## src/rtl/regfile_mp_if.sv

```systemverilog
// Register-file bus bundle: write ports, read ports and scoreboard control.
// The master side belongs to issue/writeback logic; the slave side is the register file.
`timescale 1ns/1ps
interface regfile_mp_if #(
  parameter int DATA_W = 32,
  parameter int NREGS  = 16,
  parameter int NRD    = 2,
  parameter int NWR    = 1
);
  localparam int AW = $clog2(NREGS);

  logic [NWR-1:0]        we;
  logic [NWR*AW-1:0]     waddr;
  logic [NWR*DATA_W-1:0] wdata;
  logic [NRD*AW-1:0]     raddr;
  logic [NRD*DATA_W-1:0] rdata;
  logic [NRD-1:0]        rbusy;
  logic                  alloc_valid;
  logic [AW-1:0]         alloc_addr;
  logic                  flush;
  logic [NREGS-1:0]      busy_vec;

  modport master (
    output we, waddr, wdata, raddr, alloc_valid, alloc_addr, flush,
    input  rdata, rbusy, busy_vec
  );

  modport slave (
    input  we, waddr, wdata, raddr, alloc_valid, alloc_addr, flush,
    output rdata, rbusy, busy_vec
  );
endinterface

```

## src/rtl/regfile_mp.sv

```systemverilog
// Parametrised multi-port register file with optional write-to-read bypass
// and a per-register busy scoreboard; register 0 is hardwired to zero.
`timescale 1ns/1ps
module regfile_mp #(
  parameter int DATA_W = 32,
  parameter int NREGS  = 16,
  parameter int NRD    = 2,
  parameter int NWR    = 1,
  parameter int BYPASS = 1
) (
  input  logic         clk,
  input  logic         rst,
  regfile_mp_if.slave  bus
);
  localparam int AW = $clog2(NREGS);

  logic [DATA_W-1:0] regs [NREGS];
  logic [NREGS-1:0]  busy;
  logic [NREGS-1:0]  busy_nxt;

  // NOTE: the storage array is reset because every register must read 0 while
  // rst is high; this keeps it in flops rather than a RAM macro.
  always_ff @(posedge clk or posedge rst) begin
    if (rst) begin
      for (int i = 0; i < NREGS; i++) regs[i] <= '0;
    end else begin
      // NOTE: non-blocking assignments; with several ports on one address the
      // last (highest-index) assignment in the loop is the one that lands.
      for (int k = 0; k < NWR; k++) begin
        if (bus.we[k] && bus.waddr[k*AW +: AW] != '0)
          regs[bus.waddr[k*AW +: AW]] <= bus.wdata[k*DATA_W +: DATA_W];
      end
    end
  end

  // Priority, lowest applied first so later lines override: writeback clear,
  // then allocation set (newer producer), then flush.
  always_comb begin
    // NOTE: default first so every path assigns busy_nxt and no latch is inferred.
    busy_nxt = busy;
    for (int i = 0; i < NREGS; i++) begin
      for (int k = 0; k < NWR; k++) begin
        if (bus.we[k] && bus.waddr[k*AW +: AW] == AW'(i)) busy_nxt[i] = 1'b0;
      end
    end
    if (bus.alloc_valid && bus.alloc_addr != '0) busy_nxt[bus.alloc_addr] = 1'b1;
    if (bus.flush) busy_nxt = '0;
    busy_nxt[0] = 1'b0;
  end

  always_ff @(posedge clk or posedge rst) begin
    if (rst) busy <= '0;
    else     busy <= busy_nxt;
  end

  assign bus.busy_vec = busy;

  for (genvar j = 0; j < NRD; j++) begin : g_rd
    logic [AW-1:0]     ra;
    logic [DATA_W-1:0] rd;

    assign ra = bus.raddr[j*AW +: AW];

    always_comb begin
      rd = regs[ra];
      if (BYPASS != 0) begin
        for (int k = 0; k < NWR; k++) begin
          if (bus.we[k] && bus.waddr[k*AW +: AW] == ra) rd = bus.wdata[k*DATA_W +: DATA_W];
        end
      end
      // Reset also masks the bypass path so rdata is 0 for the whole reset window.
      if (ra == '0 || rst) rd = '0;
    end

    assign bus.rdata[j*DATA_W +: DATA_W] = rd;
    assign bus.rbusy[j] = busy[ra];
  end
endmodule

```

## src/flat_wrapper.sv

```systemverilog
// flat-port wrapper written by rule: the top's interface ports become plain ports
module regfile_mp_flat 
#(
  parameter int DATA_W = 32,
  parameter int NREGS  = 16,
  parameter int NRD    = 2,
  parameter int NWR    = 1,
  parameter int BYPASS = 1
)
  (clk, rst, bus_we, bus_waddr, bus_wdata, bus_raddr, bus_alloc_valid, bus_alloc_addr, bus_flush, bus_rdata, bus_rbusy, bus_busy_vec);
  regfile_mp_if #(.DATA_W(DATA_W), .NREGS(NREGS), .NRD(NRD), .NWR(NWR)) bus_i ();
  input  logic clk;
  input  logic rst;
  input wire logic [$bits(bus_i.we)-1:0] bus_we;
  input wire logic [$bits(bus_i.waddr)-1:0] bus_waddr;
  input wire logic [$bits(bus_i.wdata)-1:0] bus_wdata;
  input wire logic [$bits(bus_i.raddr)-1:0] bus_raddr;
  input wire logic [$bits(bus_i.alloc_valid)-1:0] bus_alloc_valid;
  input wire logic [$bits(bus_i.alloc_addr)-1:0] bus_alloc_addr;
  input wire logic [$bits(bus_i.flush)-1:0] bus_flush;
  output wire logic [$bits(bus_i.rdata)-1:0] bus_rdata;
  output wire logic [$bits(bus_i.rbusy)-1:0] bus_rbusy;
  output wire logic [$bits(bus_i.busy_vec)-1:0] bus_busy_vec;
  assign bus_i.we = bus_we;
  assign bus_i.waddr = bus_waddr;
  assign bus_i.wdata = bus_wdata;
  assign bus_i.raddr = bus_raddr;
  assign bus_i.alloc_valid = bus_alloc_valid;
  assign bus_i.alloc_addr = bus_alloc_addr;
  assign bus_i.flush = bus_flush;
  assign bus_rdata = bus_i.rdata;
  assign bus_rbusy = bus_i.rbusy;
  assign bus_busy_vec = bus_i.busy_vec;
  regfile_mp #(.DATA_W(DATA_W), .NREGS(NREGS), .NRD(NRD), .NWR(NWR), .BYPASS(BYPASS)) u_core (.clk(clk), .rst(rst), .bus(bus_i));
endmodule
```

## config.mk

```make
export PLATFORM = sky130hd
export DESIGN_NAME = regfile_mp_flat
export DESIGN_NICKNAME = d
export VERILOG_FILES = /design/src/rtl/regfile_mp_if.sv /design/src/rtl/regfile_mp.sv /design/src/flat_wrapper.sv
export SDC_FILE = /design/constraint.sdc
export NUM_CORES = 1
export LEC_CHECK = 0
export CORE_AREA = 2 2 257 322
export CTS_BUF_LIST = sky130_fd_sc_hd__clkbuf_16
export DETAILED_ROUTE_END_ITERATION = 16
export DIE_AREA = 0 0 259 324
export GPL_TIMING_DRIVEN = 0
export SETUP_SLACK_MARGIN = 0.4
export SYNTH_ARGS = -nofsm -noshare
export SYNTH_HDL_FRONTEND = slang
export SYNTH_SLANG_ARGS = --single-unit
```

## constraint.sdc

```tcl
create_clock -name clk -period 18.1 [get_ports clk]
set_input_delay 2.715 -clock clk [delete_from_list [all_inputs] [get_ports clk]]
set_output_delay 2.715 -clock clk [all_outputs]
set_load 0.02 [all_outputs]
```

==> run metrics, run 1 <==
status=finished, final reports clean; type of the worst setup path=input port to primary output; Max H-tree Level=2; min cycle time layout=9.33 ns; RSZ-0062 raised after global routing=no; post-synthesis sequential area ratio=0.469; P_sw=1.05 mW; PwrDens=109 nW/um^2; share of cells above drive strength 1=0.216; Post-Syn Area=28100 um^2; CORE AREA=81000 um^2; Hold Fails Final Rpt=0; Clk pin slew, worst setup/hold paths=0.06 ns; hold path endpoint=u_core.regs[503]$_DFFE_PP0P_; Int Pwr=2.53 mW; switch share=0.292; reg2reg end=u_core.bus.busy_vec[8]$_DFF_PP0_; combinational power share=0.226; Ports=135; Area Overhead vs Synth=16.5%; DRT antenna net count=0; largest cells by area after synthesis=dfrtp_1, mux4_2, mux2_1; Synth Area in Adders=0; total wire length=98700 um; Post-synth top flop=dfrtp_1; layout net count=2309; grt total ovfl=0; Lkg Pwr=13.6 nW; crit path DAT=6.62 ns; initial antenna violation count=1; Tightest Hold Check Type=register to register; die area=83900 um^2; Seq pwr share=0.447; Final Cell Area=32800 um^2; Seq. cell area=13200 um^2; first-pass GRT wire length=145000 um; worst vdd ir=0.0657 mV; Final GP Congestion=0.928; biggest area consumer among synthesized cells=dfrtp_1; Post-Synth XOR/XNOR Area=0.00249; dpl cell area=31000 um^2; mux share of post-synthesis cell area=0.376; Yosys warnings=0; max-capacitance violation count=0; CTS hold repair buffers=0; vias in the first global route=21400; crit path max fanout=30; clock power share=0.327; Post-Synth Simple-Gate Area=0.0325; synthesized instance count=2064; Die W=259 um; worst clock skew=0 ns; DRC=0; type of origin of the critical path=input port; detailed-route via count=19900; Overall Power=3.58 mW; Slew @ Worst Pin=1.23 ns; min-delay src=u_core.regs[503]$_DFFE_PP0P_; largest net degree at the start of global routing=47; Slew HR=0.181; clk_lat worst skew=0.60 ns; data required time at the worst endpoint=15.39 ns; Synth async-reset ratio=1.00; Final Slew Violations=0; Placement Setup Slack=8.77 ns; clock root buffer=clkbuf_16; post-CTS sizing=0; total global-route track usage=0.237; Fillers=7465; WL/cell=29.3 um; worst-case clock buffer depth=3; post-DP HPWL=69000 um; Cell variety after synth=40; hold depth=1; EDFF count, synth=0; r2r setup slk=17.22 ns; vias per cell=5.92; Mean Syn Cell Area=13.6 um^2; CTS tree=done; fmax=0.107 GHz; commonest cells in the netlist=dfrtp_1, mux2_1, mux4_2, nand2_1, o21ai_1; number of core rows=117; Die H=324 um; initial core utilization=0.347; post-synthesis register bit count=527; crit path capture type=primary output; Num CTS Buffers=53; FF-to-FF Start=u_core.bus.busy_vec[8]$_DFF_PP0_; most instantiated library cell after synthesis=dfrtp_1; Worst R2R Path Depth=2; # setup viols final=0; first drt pass iteration count=7; initial drt markers=1845; Worst Setup Slack, final=8.77 ns; area occupied by multi-input gates=13600 um^2; top-area cell type share of the netlist area=0.469; I/O Buffers=124; final core occ=0.405; Post CTS Setup Buffer Count=0; complex-gate fraction of the synthesized area=0.0732; Mapped Nets=2117; largest family of logic cells by synthesized area=multiplexers; # clock sinks=527; period utilization=0.516
==> registers in the layout, summed over array words and instances, names as in the netlist <==
signal and count:
u_core.regs 512, u_core.bus.busy_vec 15
==> power groups by stage <==
stage | clock [mW] | sequential, mW | combinational [mW]
6_report | 1.17 | 1.60 | 0.810
5_1_grt | 1.22 | 1.63 | 0.871
3_5_place_dp | 0 | 1.61 | 0.811
2_1_floorplan | 0 | 1.55 | 0.590
3_3_place_gp | 0 | 1.59 | 0.781
4_1_cts | 1.18 | 1.59 | 0.814
==> layer usage <==
layer	routed length, um	track usage
met3	7550	0.0495
met4	5980	0.131
met2	48400	0.400
met5	7	0
met1	36800	0.284
==> final cells by class <==
class                   count  share of cell area
plain buffers             240              0.0356
repair buffers            137              0.0458
well taps                1071              0.0409
flip-flops and latches    527               0.403
clock buffers              54              0.0413
multi-input cells        1262               0.416
clock inverters            41              0.0134
diodes                      1           0.0000764
inverters                  35             0.00413
==> cell usage in the layout (no fill, tap or decap), types with 5 or more instances in the layout <==
cell / instances
buf_6: 14
buf_4: 16
o21ai_1: 159
a21oi_1: 43
buf_2: 78
buf_12: 13
clkbuf_1: 123
mux2_2: 33
inv_1: 44
mux4_2: 264
clkinv_2: 8
bufinv_16: 9
clkdlybuf4s50_1: 124
nand2b_1: 11
o21ai_0: 11
buf_1: 8
nand2_1: 172
mux2i_1: 65
o31ai_1: 31
o22ai_1: 63
nand3_1: 6
and3_1: 5
o32ai_1: 31
clkinv_1: 10
dfrtp_1: 527
xnor2_1: 5
mux2_1: 321
nor2_1: 16
clkbuf_16: 54
==> critical path, cell delays in order <==
cell	delay [ns]
clkdlybuf4s50_1	0.53
clkinvlp_4	0.62
buf_12	0.29
o31a_1	0.22
o41ai_2	0.19
clkbuf_1	0.44
o32ai_1	0.82
clkdlybuf4s50_1	0.76
==> how the worst max path moves through the flow <==
| stage | cells past startpoint | slack [ns] | end | startpoint |
|---|---|---|---|---|
| 2_1_floorplan | 5 | 3.93 | bus_rdata[33] | rst |
| 3_3_place_gp | 7 | -0.92 | bus_rdata[45] | rst |
| 3_5_place_dp | 8 | 8.77 | bus_rdata[45] | rst |
| 4_1_cts | 8 | 8.74 | bus_rdata[45] | rst |
| 5_1_grt | 8 | 8.62 | bus_rdata[45] | rst |
| 6_report | 8 | 8.77 | bus_rdata[45] | rst |
==> metrics by stage <==
stage          TNS, ns  instances  hold WS, ns
2_1_floorplan        0       2064        0.441
3_5_place_dp         0       3272        0.464
3_3_place_gp    -20.24       3259        0.452
5_1_grt              0       3367        0.499
4_1_cts              0       3367        0.485
6_report             0       3368        0.482
==> logic make-up after synthesis <==
group,count (synthesis)
compound gates,348
simple gates,222
buf+inv,275
xor+xnor,8
other cells,1
flops,527
mux,683
(Power assumes the default switching activity.)
==> inputs of run 2 (changes only) <==
- clock period: 18.1 -> 7.5 ns (I/O delays scaled with it)
==> run 2 against run 1 <==
  * Critical path depth increased by 1
  * First-iteration DRC count increased by 1.8%
  * Via count increased by 1.2%
  * Clock skew unchanged
  * Count of clock-buffer cells in the layout increased by 1
  * Hold slack got worse by 0.0016 ns
  * Cell area decreased by 0.24%
  * Die area unchanged
  * Flip-flop and latch count unchanged
  * Global-route usage about the same
  * Clock power increased by 120%
  * Critical endpoint is now bus_rdata[39]
  * Largest power group unchanged
==> run metrics, run 2 (synthesis results as in run 1) <==
Worst R2R Path Depth=2 (unchanged); status=finished, final reports clean (unchanged); Slew @ Worst Pin=1.26 ns (was 1.23 ns); clock root buffer=clkbuf_16 (unchanged); Placement Setup Slack=1.46 ns (was 8.77 ns); Lkg Pwr=13.6 nW (about the same); hold depth=1 (unchanged); largest net degree at the start of global routing=43 (was 47); worst vdd ir=0.137 mV (was 0.0657 mV); crit path DAT=4.93 ns (was 6.62 ns); min-delay src=u_core.regs[509]$_DFFE_PP0P_ (was u_core.regs[503]$_DFFE_PP0P_); most frequent cells in the layout=dfrtp_1, mux2_1, mux4_2 (unchanged); worst clock skew=0 ns (unchanged); M3 GR Usage=0.0477 (was 0.0495); Clk pin slew, worst setup/hold paths=0.06 ns (about the same); GR Layer Usage met2=0.403 (was 0.400); total wire length=99500 um (was 98700 um); vias in the first global route=21300 (was 21400); grt peak-use layer=met2 (unchanged); Int Pwr=5.96 mW (was 2.53 mW); Post CTS Setup Buffer Count=0 (unchanged); layout net count=2313 (was 2309); worst-case clock buffer depth=3 (unchanged); fmax=0.165 GHz; crit path max fanout=10 (was 30); WL/cell=29.5 um (was 29.3 um); Slowest cell on crit path=clkdlybuf4s50_1 (was o32ai_1); # clock sinks=527 (unchanged); first-pass GRT wire length=145000 um (about the same); Die W=259 um (unchanged); die area=83900 um^2 (unchanged); PwrDens=259 nW/um^2 (was 109 nW/um^2); Slew HR=0.162 (was 0.181); most common cell after layout, fill and taps aside=dfrtp_1 (unchanged); initial core utilization=0.347 (unchanged); # setup viols final=0 (unchanged); Die H=324 um (unchanged); clk_lat worst skew=0.60 ns (about the same); reg2reg end=u_core.bus.busy_vec[10]$_DFF_PP0_ (was u_core.bus.busy_vec[8]$_DFF_PP0_); Final Slew Violations=0 (unchanged); Num CTS Buffers=55 (was 53); post-DP HPWL=69500 um (was 69000 um); P_sw=2.51 mW (was 1.05 mW); Overall Power=8.47 mW (was 3.58 mW); CTS tree=done (unchanged); first drt pass iteration count=5 (was 7); detailed-route via count=20200 (was 19900); hold path endpoint=u_core.regs[509]$_DFFE_PP0P_ (was u_core.regs[503]$_DFFE_PP0P_); crit path capture type=primary output (unchanged); FF-to-FF Start=u_core.bus.busy_vec[10]$_DFF_PP0_ (was u_core.bus.busy_vec[8]$_DFF_PP0_); DRT antenna net count=0 (unchanged); Tightest Hold Check Type=register to register (unchanged); switch share=0.296 (was 0.292); share of cells above drive strength 1=0.216 (about the same); r2r setup slk=6.65 ns (was 17.22 ns); type of origin of the critical path=input port (unchanged); combinational power share=0.232 (was 0.226); Final Hold Slack=0.481 ns (was 0.482 ns); RSZ-0062 raised after global routing=no (unchanged); worst path cell trace=clkdlybuf4s50_1 -> buf_2 -> buf_6 -> buf_2 -> nand2_1 -> clkbuf_1 -> o22ai_1 -> o32ai_1 -> clkdlybuf4s50_1 (was clkdlybuf4s50_1 -> clkinvlp_4 -> buf_12 -> o31a_1 -> o41ai_2 -> clkbuf_1 -> o32ai_1 -> clkdlybuf4s50_1); Max H-tree Level=2 (unchanged); max-capacitance violation count=0 (unchanged); Final GP Congestion=0.939 (was 0.928); vias per cell=5.99 (was 5.92); Fillers=7502 (was 7465); initial drt markers=1879 (was 1845); Area Overhead vs Synth=16.2% (was 16.5%); min cycle time layout=6.05 ns; Worst Setup Slack, final=1.45 ns (was 8.77 ns); clock power share=0.311 (was 0.327); number of core rows=117 (unchanged); post-CTS sizing=0 (unchanged); CORE AREA=81000 um^2 (unchanged); Max stage delay on crit path=0.75 ns (was 0.82 ns); Largest register FFs=512 (unchanged); Seq pwr share=0.457 (was 0.447); grt total ovfl=0 (unchanged); type of the worst setup path=input port to primary output (unchanged); total global-route track usage=0.238 (was 0.237); met1 usage=0.282 (was 0.284); initial antenna violation count=3 (was 1); data required time at the worst endpoint=6.38 ns (was 15.39 ns); period utilization=0.807; ANT cells=0 (was 1); DRC=0 (unchanged); Ports=135 (unchanged); Hold Fails Final Rpt=0 (unchanged); CTS hold repair buffers=0 (unchanged); I/O Buffers=124 (unchanged); Top reg by flops=u_core.regs (unchanged)
## run 2: how the worst max path moves through the flow
stage	startpoint	endpoint	slack, ns	cells after the start
floorplan	rst	bus_rdata[33]	-3.40	5
global placement	rst	bus_rdata[39]	-8.04	7
detailed placement	bus_raddr[4]	bus_rdata[43]	1.46	9
CTS	bus_raddr[4]	bus_rdata[43]	1.43	9
global route	bus_raddr[4]	bus_rdata[41]	1.48	9
finish	bus_raddr[4]	bus_rdata[39]	1.45	9
## run 2: per-stage QoR
step | area, um^2 | setup TNS, ns | std cells | util
2_1_floorplan | 28100 | -528.37 | 2064 | -
3_3_place_gp | 30700 | -2293.64 | 3259 | 0.379
3_5_place_dp | 31000 | 0 | 3274 | 0.383
4_1_cts | 32700 | 0 | 3370 | 0.404
5_1_grt | 32700 | 0 | 3370 | 0.404
6_report | 32700 | 0 | 3370 | 0.404
## run 2: routing by layer
layer  wire (um)  up-vias
met5          29        -
met1       36700    10600
met2       49400     1065
met4        5980        6
li1            -     8195
met3        7380      320
## run 2: final cells by class
| class | instances | area (um^2) | share of cell area |
|---|---|---|---|
| Sequential cell | 527 | 13200 | 0.404 |
| Clock inverter | 41 | 278 | 0.00850 |
| Tap cell | 1071 | 1340 | 0.0410 |
| Multi-Input combinational cell | 1262 | 13600 | 0.417 |
| Timing Repair Buffer | 139 | 1560 | 0.0476 |
| Clock buffer | 55 | 1380 | 0.0421 |
| Buffer | 240 | 1170 | 0.0359 |
| Inverter | 35 | 135 | 0.00414 |
## run 2: power groups by stage
stage	combinational, mW	sequential (mW)	clock [mW]
floorplan	1.42	3.74	0
global placement	1.88	3.84	0
detailed placement	1.96	3.90	0
CTS	1.97	3.85	2.66
global route	2.11	3.93	2.78
finish	1.97	3.87	2.63
## run 2: worst max-delay path, delay by kind of cell
family | cells | cell delay (ns)
AOI/OAI and AO/OA | 2 | 0.80
buffers and inverters | 6 | 2.76
and+or+nand+nor | 1 | 0.23
==> inputs of run 3 (changes only) <==
- clock period: 7.5 -> 5.8 ns (I/O delays scaled with it)
==> run 3 against run 2 <==
  * Clock power rose by 30%
  * Final cell count barely moved
  * Count of clock-buffer cells in the layout did not move
  * Sequential power rose by 29%
  * Power rose by 29%
  * Hold slack got worse by 0.0027 ns
  * Via count rose by 0.39%
  * Global-route usage did not move
  * Combinational power rose by 29%
  * Die area did not move
  * Register-to-register slack got worse by 1.7 ns
  * Routed wire length rose by 0.13%
==> run metrics, run 3 (synthesis results as in run 1) <==
first drt pass iteration count=5 (unchanged); CTS hold repair buffers=0 (unchanged); largest net degree at the start of global routing=43 (unchanged); data required time at the worst endpoint=4.93 ns (was 6.38 ns); combinational power share=0.232 (about the same); Lkg Pwr=13.6 nW (about the same); layout net count=2314 (was 2313); DRT antenna net count=0 (unchanged); WL/cell=29.5 um (about the same); Placement Setup Slack=0.268 ns (was 1.46 ns); Finished Layout Cells=3373 (was 3370); clk_lat worst skew=0.61 ns (was 0.60 ns); min cycle time layout=5.47 ns; Tightest Hold Check Type=register to register (unchanged); cell total after placement=3274 (unchanged); PwrDens=335 nW/um^2 (was 259 nW/um^2); vias in the first global route=21300 (unchanged); Ports=135 (unchanged); Hold Fails Final Rpt=0 (unchanged); share of cells above drive strength 1=0.217 (was 0.216); crit path capture type=primary output (unchanged); period utilization=0.942; crit path DAT=4.60 ns (was 4.93 ns); crit path max fanout=10 (unchanged); total global-route track usage=0.238 (unchanged); CORE AREA=81000 um^2 (unchanged); status=finished, final reports clean (unchanged); RSZ-0062 raised after global routing=no (unchanged); max-capacitance violation count=0 (unchanged); Clk pin slew, worst setup/hold paths=0.06 ns (about the same); initial antenna violation count=3 (unchanged); post-DP HPWL=69500 um (unchanged); Int Pwr=7.71 mW (was 5.96 mW); # clock sinks=527 (unchanged); # setup viols final=0 (unchanged); Area Overhead vs Synth=16.3% (was 16.2%); Top reg by flops=u_core.regs (unchanged); clock power share=0.311 (about the same); Die H=324 um (unchanged); worst-case clock buffer depth=3 (unchanged); Slew @ Worst Pin=1.23 ns (was 1.26 ns); Post CTS Setup Buffer Count=0 (unchanged); type of origin of the critical path=input port (unchanged); P_sw=3.25 mW (was 2.51 mW); I/O Buffers=124 (unchanged); worst vdd ir=0.180 mV (was 0.137 mV); Slew HR=0.180 (was 0.162); most frequent cells in the layout=dfrtp_1, mux2_1, mux4_2 (unchanged); Worst Setup Slack, final=0.334 ns (was 1.45 ns); detailed-route via count=20300 (was 20200); grt total ovfl=0 (unchanged); number of core rows=117 (unchanged); Num CTS Buffers=55 (unchanged); Seq pwr share=0.457 (about the same); die area=83900 um^2 (unchanged); Largest register FFs=512 (unchanged); switch share=0.297 (was 0.296); DRC=0 (unchanged); clock root buffer=clkbuf_16 (unchanged); worst clock skew=0 ns (unchanged); fmax=0.183 GHz; first-pass GRT wire length=145000 um (unchanged); Max H-tree Level=2 (unchanged); initial core utilization=0.347 (unchanged); Die W=259 um (unchanged); Final GP Congestion=0.939 (unchanged); initial drt markers=1841 (was 1879); vias per cell=6.00 (was 5.99); type of the worst setup path=input port to primary output (unchanged); total wire length=99600 um (was 99500 um); CTS tree=done (unchanged); Final Slew Violations=0 (unchanged); most common cell after layout, fill and taps aside=dfrtp_1 (unchanged)
## run 3: cell count changes in the layout (fill, tap and decap cells not counted)
cell and change:
diode_2 +2, clkbuf_1 -3, clkbuf_2 +3, clkinvlp_2 +1
## run 3: power by group through the flow
stage	sequential, mW	clock, mW	combinational [mW]
floorplan	4.84	0	1.84
global placement	4.96	0	2.44
detailed placement	5.04	0	2.54
CTS	4.98	3.44	2.55
global route	5.08	3.59	2.72
finish	5.00	3.41	2.55
## run 3: final cells by class
cell class	instances	area (um^2)
fill	7499	48300
sequential	527	13200
timing repair buffer	139	1560
timing repair inverter	1	5.00
clock inverter	41	278
multi-input combinational	1262	13600
clock buffer	55	1380
antenna	2	5.00
inverter	35	135
buffer	240	1180
tap	1071	1340
## run 3: repair_timing
| item | in CTS | in global routing |
|---|---|---|
| resized for setup | 2 | 2 |
| hold endpoints to repair | 0 | 0 |
| setup endpoints to repair | 12 | 4 |
| gates cloned | 0 | 1 |
## run 3: per-stage QoR
step	hold slack [ns]	total power, mW	cell area [um^2]	utilization	TNS, ns
global route	0.497	11.4	32700	0.404	0
detailed placement	0.469	7.58	31000	0.383	0
CTS	0.482	11.0	32700	0.404	0
finish	0.478	11.0	32700	0.404	0
global placement	0.455	7.40	30700	0.379	-3093.24
floorplan	0.441	6.68	28100	-	-1327.97
## run 3: per-layer routing
metal | GRT usage | part of all wire | up-vias
met5 | 0 | 0.00029 | -
met2 | 0.403 | 0.49 | 1022
met4 | 0.133 | 0.063 | 6
met1 | 0.282 | 0.37 | 10700
met3 | 0.0477 | 0.076 | 333
li1 | - | - | 8203
## run 3: path summary, 6_finish.rpt
| path | from | slack [ns] | to | cells past startpoint |
|---|---|---|---|---|
| min reg2reg | u_core.regs[506]$_DFFE_PP0P_ | 0.48 | u_core.regs[506]$_DFFE_PP0P_ | 1 |
| max | bus_raddr[4] | 0.33 | bus_rdata[63] | 8 |
| max reg2reg | u_core.regs[154]$_DFFE_PP0P_ | 4.97 | u_core.regs[154]$_DFFE_PP0P_ | 1 |
| min in group asynchronous | rst | 0.81 | u_core.bus.busy_vec[4]$_DFF_PP0_ | 2 |
| max in group asynchronous | rst | 3.54 | u_core.regs[48]$_DFFE_PP0P_ | 7 |
| min | u_core.regs[506]$_DFFE_PP0P_ | 0.48 | u_core.regs[506]$_DFFE_PP0P_ | 1 |
## run 3: worst max-delay path, stage by stage
cell,delay (ns)
clkdlybuf4s50_1,0.57
buf_2,0.41
buf_6,0.29
nand2b_1,0.25
clkbuf_1,0.67
o22ai_1,0.16
o32ai_1,0.63
clkdlybuf4s50_1,0.74
